## src/rtl/vga_raster_gen.sv

```systemverilog
// VGA raster timing and picture-ROM address generator (pixel strobe, h/v counters, sync/blank decode).
// Define VGA_PIPE_EN to delay the decoded outputs by one pixel to line up with a registered ROM.
module vga_raster_gen #(
    parameter int CLK_DIV  = 2,
    parameter int H_ACTIVE = 640,
    parameter int H_FP     = 16,
    parameter int H_SYNC   = 96,
    parameter int H_BP     = 48,
    parameter int V_ACTIVE = 480,
    parameter int V_FP     = 10,
    parameter int V_SYNC   = 2,
    parameter int V_BP     = 33,
    parameter int WIDTH    = 480,
    parameter int HEIGHT   = 320,
    parameter int ADDR_W   = 18
) (
    input  logic              vga_clk,
    input  logic              reset,
    output logic              pix_en,
    output logic              hsync,
    output logic              vsync,
    output logic              active,
    output logic              in_image,
    output logic [9:0]        x,
    output logic [9:0]        y,
    output logic [ADDR_W-1:0] rom_addr,
    output logic              frame_end
);

    localparam int H_TOTAL = H_ACTIVE + H_FP + H_SYNC + H_BP;
    localparam int V_TOTAL = V_ACTIVE + V_FP + V_SYNC + V_BP;
    localparam int DIV_W   = (CLK_DIV > 1) ? $clog2(CLK_DIV) : 1;

    localparam logic [DIV_W-1:0] DIV_LAST = DIV_W'(CLK_DIV - 1);
    localparam logic [9:0] H_LAST     = 10'(H_TOTAL - 1);
    localparam logic [9:0] V_LAST     = 10'(V_TOTAL - 1);
    localparam logic [9:0] H_ACT      = 10'(H_ACTIVE);
    localparam logic [9:0] V_ACT      = 10'(V_ACTIVE);
    localparam logic [9:0] HS_START   = 10'(H_ACTIVE + H_FP);
    localparam logic [9:0] HS_END     = 10'(H_ACTIVE + H_FP + H_SYNC);
    localparam logic [9:0] VS_START   = 10'(V_ACTIVE + V_FP);
    localparam logic [9:0] VS_END     = 10'(V_ACTIVE + V_FP + V_SYNC);
    localparam logic [9:0] IMG_W      = 10'(WIDTH);
    localparam logic [9:0] IMG_H      = 10'(HEIGHT);
    localparam logic [9:0] IMG_W_LAST = 10'(WIDTH - 1);
    localparam logic [9:0] IMG_H_LAST = 10'(HEIGHT - 1);

    logic [DIV_W-1:0]  div_q, div_d;
    logic [9:0]        h_cnt_q, h_cnt_d;
    logic [9:0]        v_cnt_q, v_cnt_d;
    logic [ADDR_W-1:0] addr_q, addr_d;

    logic pix_tick, h_wrap, v_wrap, last_img_px;
    logic hsync_c, vsync_c, active_c, in_image_c;

    // Decode straight from the registered counters.
    always_comb begin
        pix_tick    = (div_q == DIV_LAST) && !reset;
        h_wrap      = (h_cnt_q == H_LAST);
        v_wrap      = (v_cnt_q == V_LAST);
        hsync_c     = !((h_cnt_q >= HS_START) && (h_cnt_q < HS_END));
        vsync_c     = !((v_cnt_q >= VS_START) && (v_cnt_q < VS_END));
        active_c    = (h_cnt_q < H_ACT) && (v_cnt_q < V_ACT);
        in_image_c  = (h_cnt_q < IMG_W) && (v_cnt_q < IMG_H);
        last_img_px = (h_cnt_q == IMG_W_LAST) && (v_cnt_q == IMG_H_LAST);
    end

    // NOTE: every signal gets a default before the conditionals so no latch is inferred.
    always_comb begin
        div_d   = (div_q == DIV_LAST) ? '0 : div_q + 1'b1;
        h_cnt_d = h_cnt_q;
        v_cnt_d = v_cnt_q;
        addr_d  = addr_q;
        if (pix_tick) begin
            h_cnt_d = h_wrap ? '0 : h_cnt_q + 10'd1;
            if (h_wrap) begin
                v_cnt_d = v_wrap ? '0 : v_cnt_q + 10'd1;
            end
            // Address steps with the raster; it parks on the last picture pixel until frame wrap.
            if (h_wrap && v_wrap) begin
                addr_d = '0;
            end else if (in_image_c && !last_img_px) begin
                addr_d = addr_q + 1'b1;
            end
        end
    end

    // NOTE: sequential state uses non-blocking assignments so all registers update together.
    always_ff @(posedge vga_clk) begin
        if (reset) begin
            div_q   <= '0;
            h_cnt_q <= '0;
            v_cnt_q <= '0;
            addr_q  <= '0;
        end else begin
            div_q   <= div_d;
            h_cnt_q <= h_cnt_d;
            v_cnt_q <= v_cnt_d;
            addr_q  <= addr_d;
        end
    end

    assign pix_en   = pix_tick;
    assign x        = h_cnt_q;
    assign y        = v_cnt_q;
    assign rom_addr = addr_q;

`ifdef VGA_PIPE_EN
    logic hsync_q, vsync_q, active_q, in_image_q, frame_end_q;

    always_ff @(posedge vga_clk) begin
        if (reset) begin
            hsync_q     <= 1'b1;
            vsync_q     <= 1'b1;
            active_q    <= 1'b1;
            in_image_q  <= 1'b1;
            frame_end_q <= 1'b0;
        end else if (pix_tick) begin
            hsync_q     <= hsync_c;
            vsync_q     <= vsync_c;
            active_q    <= active_c;
            in_image_q  <= in_image_c;
            frame_end_q <= h_wrap && v_wrap;
        end
    end

    assign hsync     = hsync_q;
    assign vsync     = vsync_q;
    assign active    = active_q;
    assign in_image  = in_image_q;
    assign frame_end = pix_tick && frame_end_q;
`else
    assign hsync     = hsync_c;
    assign vsync     = vsync_c;
    assign active    = active_c;
    assign in_image  = in_image_c;
    assign frame_end = pix_tick && h_wrap && v_wrap;
`endif

endmodule

```

## config.mk

```make
export PLATFORM = sky130hd
export DESIGN_NAME = vga_raster_gen
export DESIGN_NICKNAME = d
export VERILOG_FILES = /design/src/rtl/vga_raster_gen.sv
export SDC_FILE = /design/constraint.sdc
export NUM_CORES = 1
export LEC_CHECK = 0
export CORE_MARGIN = 3
export CORE_UTILIZATION = 40
export DETAILED_ROUTE_END_ITERATION = 10
export SETUP_SLACK_MARGIN = 0.1
export SYNTH_ARGS = -nofsm -noshare
export SYNTH_HDL_FRONTEND = slang
export SYNTH_SLANG_ARGS = --single-unit
```

## constraint.sdc

```tcl
create_clock -name vga_clk -period 4.7 [get_ports vga_clk]
set_input_delay 0.94 -clock vga_clk [delete_from_list [all_inputs] [get_ports vga_clk]]
set_output_delay 0.94 -clock vga_clk [all_outputs]
set_load 0.1 [all_outputs]
```

Word-level counts from Yosys, hierarchy flattened
Cells that the tools add are included.

Logic and storage cells: 42. Output and inout bits: 44. Register bits: 39. Input port bits: 2.

Add/sub/neg operators: 4. Multiplexer cells: 4. Order comparisons: 8. Equal/unequal tests: 4. Reduce and logical (&&, ||, !) cells: 18.

Operator list (number): $lt 10x9->1 const B (4); $mux 18 (2); $add 10x1->10 const B (2); $eq 10x10->1 const B (2); $eq 10x9->1 const B (2); $lt 10x10->1 const B (2); $mux 10 (2); $add 18x1->18 const B (1); $ge 10x10->1 const B (1); $ge 10x9->1 const B (1); $logic_and 1x1->1 (10); $logic_not 1->1 (4); $reduce_and 2->1 (2); $reduce_bool 2->1 (1); $reduce_or 2->1 (1); $add 1x1->1 const B (1).

Longest topological paths before layout
Depth after elaboration: 6. Depth in mapped cells: 8.

Least setup slack after synthesis
No wires, ideal clock.

Path kind: reg-to-output. Start point: register h_cnt_q[9] (netlist: x[9]). End point: output port in_image. Path slack: 0.371 ns. Arrival time: 3.389 ns. Cell stages (with the launch flop): 4. Path through: dfxtp_1 clkbuf_1 nor2_1 nor3_1.

Longest elaborated chain between the ends: 2.

Ends and longest elaborated chain: start: declaration (RTL line 49) `logic [9:0] h_cnt_q, h_cnt_d;`; start signal: assignment (RTL line 97) `h_cnt_q <= h_cnt_d;`; $lt 10x9->1 (RTL line 64) `in_image_c = (h_cnt_q < IMG_W) && (v_cnt_q < IMG_H);`; $logic_and 1x1->1 (RTL line 64); end: declaration (RTL line 23) `output logic in_image,`.

No other way between the ends.

Worst setup path after layout
Start point: input port reset. End point: output port frame_end.

Longest elaborated chain between the ends: 4.

Ends and longest elaborated chain: start: declaration (RTL line 18) `input logic reset,`; $logic_not 1->1 (RTL line 58) `pix_tick = (div_q == DIV_LAST) && !reset;`; $logic_and 1x1->1 (RTL line 58); $logic_and 1x1->1 (2 in series) (RTL line 137) `assign frame_end = pix_tick && h_wrap && v_wrap;`; end: declaration (RTL line 27) `output logic frame_end`.

No other way between the ends.

==> impl_metrics.csv <==
group,metric,value,unit
status,outcome,"completed",
worst_setup_path,worst-path-stages,7,
synthesis,ys_ff_latch,39,
synthesis,yosysSeqAreaShare,34.72,%
worst_setup_path,cp_slowest_cell,"clkdlybuf4s50_1",
global_route,grt_start_max_net_pins,17,
sta,hold_viol_final,0,
finish,antenna_cells,0,
pwr,power_density,239.4,mW/mm^2
worst_setup_path,critical_path_class,"primary input to output pin",
route,drt-wirelength-per-cell,14.57,um
worst_setup_path,startpoint_type,"primary input",
cts,clock-sinks,39,
pwr,ir_worst_vdd,0.1995,mV
worst_setup_path,reg2regPathDepth,7,
placement,hpwl,3.743,mm
worst_setup_path,reg2reg_slack,2.40,ns
worst_setup_path,crit_family,"buffers and inverters",
finish,fin_nets,306,
cts,cts_buffers,5,
global_route,grt_pass1_vias,1941,
worst_setup_path,worstPathCellList,"clkdlybuf4s50_1 -> buf_4 -> nand2b_2 -> inv_1 -> nand3_1 -> inv_1 -> buf_4",
sta,setup_tns,0,ns
hold_path,holdPathStages,1,
cts,clockRootBuffer,"clkbuf_8",
floorplan,initial_utilization,42.66,%
placement,gp_congestion,0.7689,
synthesis,ys_types,53,
synthesis,synth_nets,266,
synthesis,avgSynthCellArea,8.715,sq um
cts,path_clk_slew,0.08,ns
pwr,power.total,0.0006682,W
pwr,p_leak,1.053,nW
synthesis,ys.flop_type,"dfxtp_1",
sta,whs,0.5142,ns
sta,rsz0062_at_grt,"no",
cts,ctsLongestPathBuffers,2,
floorplan,rows,26,
route,vias_per_cell,5.593,
floorplan,die_h,80.98,um
route,drc,0,
cts,hold_buffers,0,
floorplan,ios,46,
sta,max_freq,285.7,MHz
placement,place.port_buffers,45,
hold_path,min_from,"rom_addr[17]",
route,drt-pass1-iter-count,4,
floorplan,chipWidth,80.98,um
finish,fill_cells,534,
route,drt_iter0_markers,80,
global_route,grt_pass1_wl,9.397,mm
sta,post-route-min-period,3.500,ns
worst_setup_path,path_max_fanout,11,
sta,period_share,74.47,%
route,ant_nets,0,
sta,skew,0.009400,ns
global_route,antenna_found_initial,0,
sta,final_max_slew_viol_count,0,
synthesis,synthesis.area,0.002248,sq mm
floorplan,dieArea,0.006557,sq mm
worst_setup_path,worst-path-buf-inv,5,
global_route,grt_overflow,0,
sta,tightest_slew,0.9872,ns
finish,areaGrowthSynthToFinish,24.15,%
job,drv_cap,0,
floorplan,core,0.005270,sq mm
worst_setup_path,crit_required,3.76,ns
cts,cts_setup_buffers,0,
cts,cts_resized,0,
sta,slew_headroom,33.98,%
hold_path,hold_path_class,"flop to flop",
cts,cts_tree,"built",
synthesis,yosysWarnings,0,
worst_setup_path,critical_path_arrival,2.56,ns
worst_setup_path,r2r_end,"rom_addr[16]",
synthesis,ys_async_sr_fraction,0,%
global_route,track_usage,17.87,%
finish,layout-drive-gt1-share,9.030,%
sta,setup_viol,0,
worst_setup_path,r2r-start,"y[0]",
hold_path,min_to,"rom_addr[17]",
worst_setup_path,cp-end-kind,"output pin",
route,routed_wl,5.378,mm
cts,htree_levels,2,
cts,clkLatencyLatePin,0.30,ns
worst_setup_path,max_stage_delay,0.40,ns
route,num_vias,2064,
synthesis,syn_inst,258,
synthesis,synth_edf_count,0,
-- stage by stage --
step / util, % / cell area (sq um) / worst slack, ns / instances
finish: 52.97 / 2791 / 1.200 / 369
CTS: 52.97 / 2791 / 1.186 / 369
global placement: 51.28 / 2703 / 1.226 / 361
global route: 52.97 / 2791 / 1.095 / 369
detailed placement: 51.28 / 2703 / 1.185 / 361
floorplan: - / 2248 / 0.3706 / 258
-- layer usage --
layer | vias up | share of wire (%) | global-route usage, %
met1 | 981 | 50 | 24.39
met5 | - | 0 | 0
met3 | 8 | 3.5 | 3.326
li1 | 1034 | - | -
met4 | 0 | 1.4 | 6.081
met2 | 41 | 45 | 28.24
-- cells in the final DEF (no fill, tap or decap), drive strengths merged, types with 2 or more instances in the layout --
cell type,instances
nor3,15
clkinvlp,2
and2,3
dfxtp,39
buf,3
o21a,8
or2,5
nand2b,3
a221o,2
a32o,3
clkdlybuf4s50,43
xnor2,3
and4,4
clkbuf,5
nand3,20
a31oi,2
nor2,24
o21ai,4
a21o,3
nor4,8
and3,13
xor2,12
ha,6
a21oi,7
inv,9
nand4,11
nor4b,3
a211o,8
nand4b,2
nand2,14
-- kinds of logic (layout without fill, tap and decap cells) --
logic type               after synthesis  count (layout)  share of synthesized area (%)
AND/OR/NAND/NOR                      130             130                          33.56
adder cells (fa/ha/maj)                6               6                          3.339
multiplexers                           1               1                         0.4452
XOR/XNOR                              15              15                          5.843
AO/OA/AOI/OAI                         45              45                          16.75
buffers and inverters                 22              63                          5.342
flip-flops                            39              39                          34.72
-- worst max path at each step --
stage                            to  slack (ns)  start
after global routing      frame_end        1.09  reset
after CTS                 frame_end        1.19  reset
after global placement    frame_end        1.23  reset
final                     frame_end        1.20  reset
after floorplan            in_image        0.37   x[9]
after detailed placement  frame_end        1.18  reset
-- cells in the mapped netlist (2+ instances only) --
cell	instances	area, sq um
a21oi_4	2	32.53
o21a_1	8	60.06
xnor2_1	3	26.28
dfxtp_1	39	780.8
a221o_1	2	20.02
inv_1	9	33.78
nor4_4	2	42.54
xor2_1	12	105.1
nand4b_1	2	17.52
ha_1	6	75.07
nor4_1	4	25.02
clkbuf_1	2	7.510
and2_1	2	12.51
buf_6	3	33.78
a211o_1	8	70.07
nand2_1	14	52.55
nand4_1	11	68.82
buf_4	2	15.01
nand2b_1	2	12.51
buf_2	6	30.03
nor3_1	15	75.07
nor2_1	24	90.09
o21ai_0	4	20.02
a21oi_1	4	20.02
and3_1	13	81.33
nor4_2	2	25.02
or2_1	2	12.51
a32o_1	2	20.02
a21o_1	3	22.52
and4_1	4	35.03
a31oi_1	2	12.51
or2_2	3	18.77
nor4b_1	3	26.28
nand3_1	19	95.09
-- worst reg2reg max path: stages (launching register included) --
cell     delay (ns)
dfxtp_1        0.35
inv_1          0.13
ha_1           0.16
or3b_4         0.38
nor4_4         0.32
a31o_4         0.33
a21oi_4        0.12
a221o_1        0.39
-- sequential cells by signal, summed over array words and instances, names as in the netlist --
| signal | count |
|---|---|
| x | 10 |
| div_q | 1 |
| y | 10 |
| rom_addr | 18 |
-- final cells by class --
cell class              count  area [sq um]  area share [%]
multi-input cells         197          1348           48.27
clock inverters             3         20.02          0.7172
clock buffers               5         68.82           2.465
well taps                  70         87.58           3.138
repair buffers             46         452.9           16.23
flip-flops and latches     39         780.7           27.97
inverters                   9         33.78           1.210
-- where the power goes --
part | leakage (nW) | total (W) | switching, W | internal, W
Clock | 0.0402 | 0.000233 | 0.000130 | 0.000103
Sequential | 0.315 | 0.000346 | 0.0000103 | 0.000336
Combinational | 0.697 | 0.0000887 | 0.0000670 | 0.0000217
Total | 1.05 | 0.000668 | 0.000207 | 0.000461
Power figures use the tool's default switching activity.
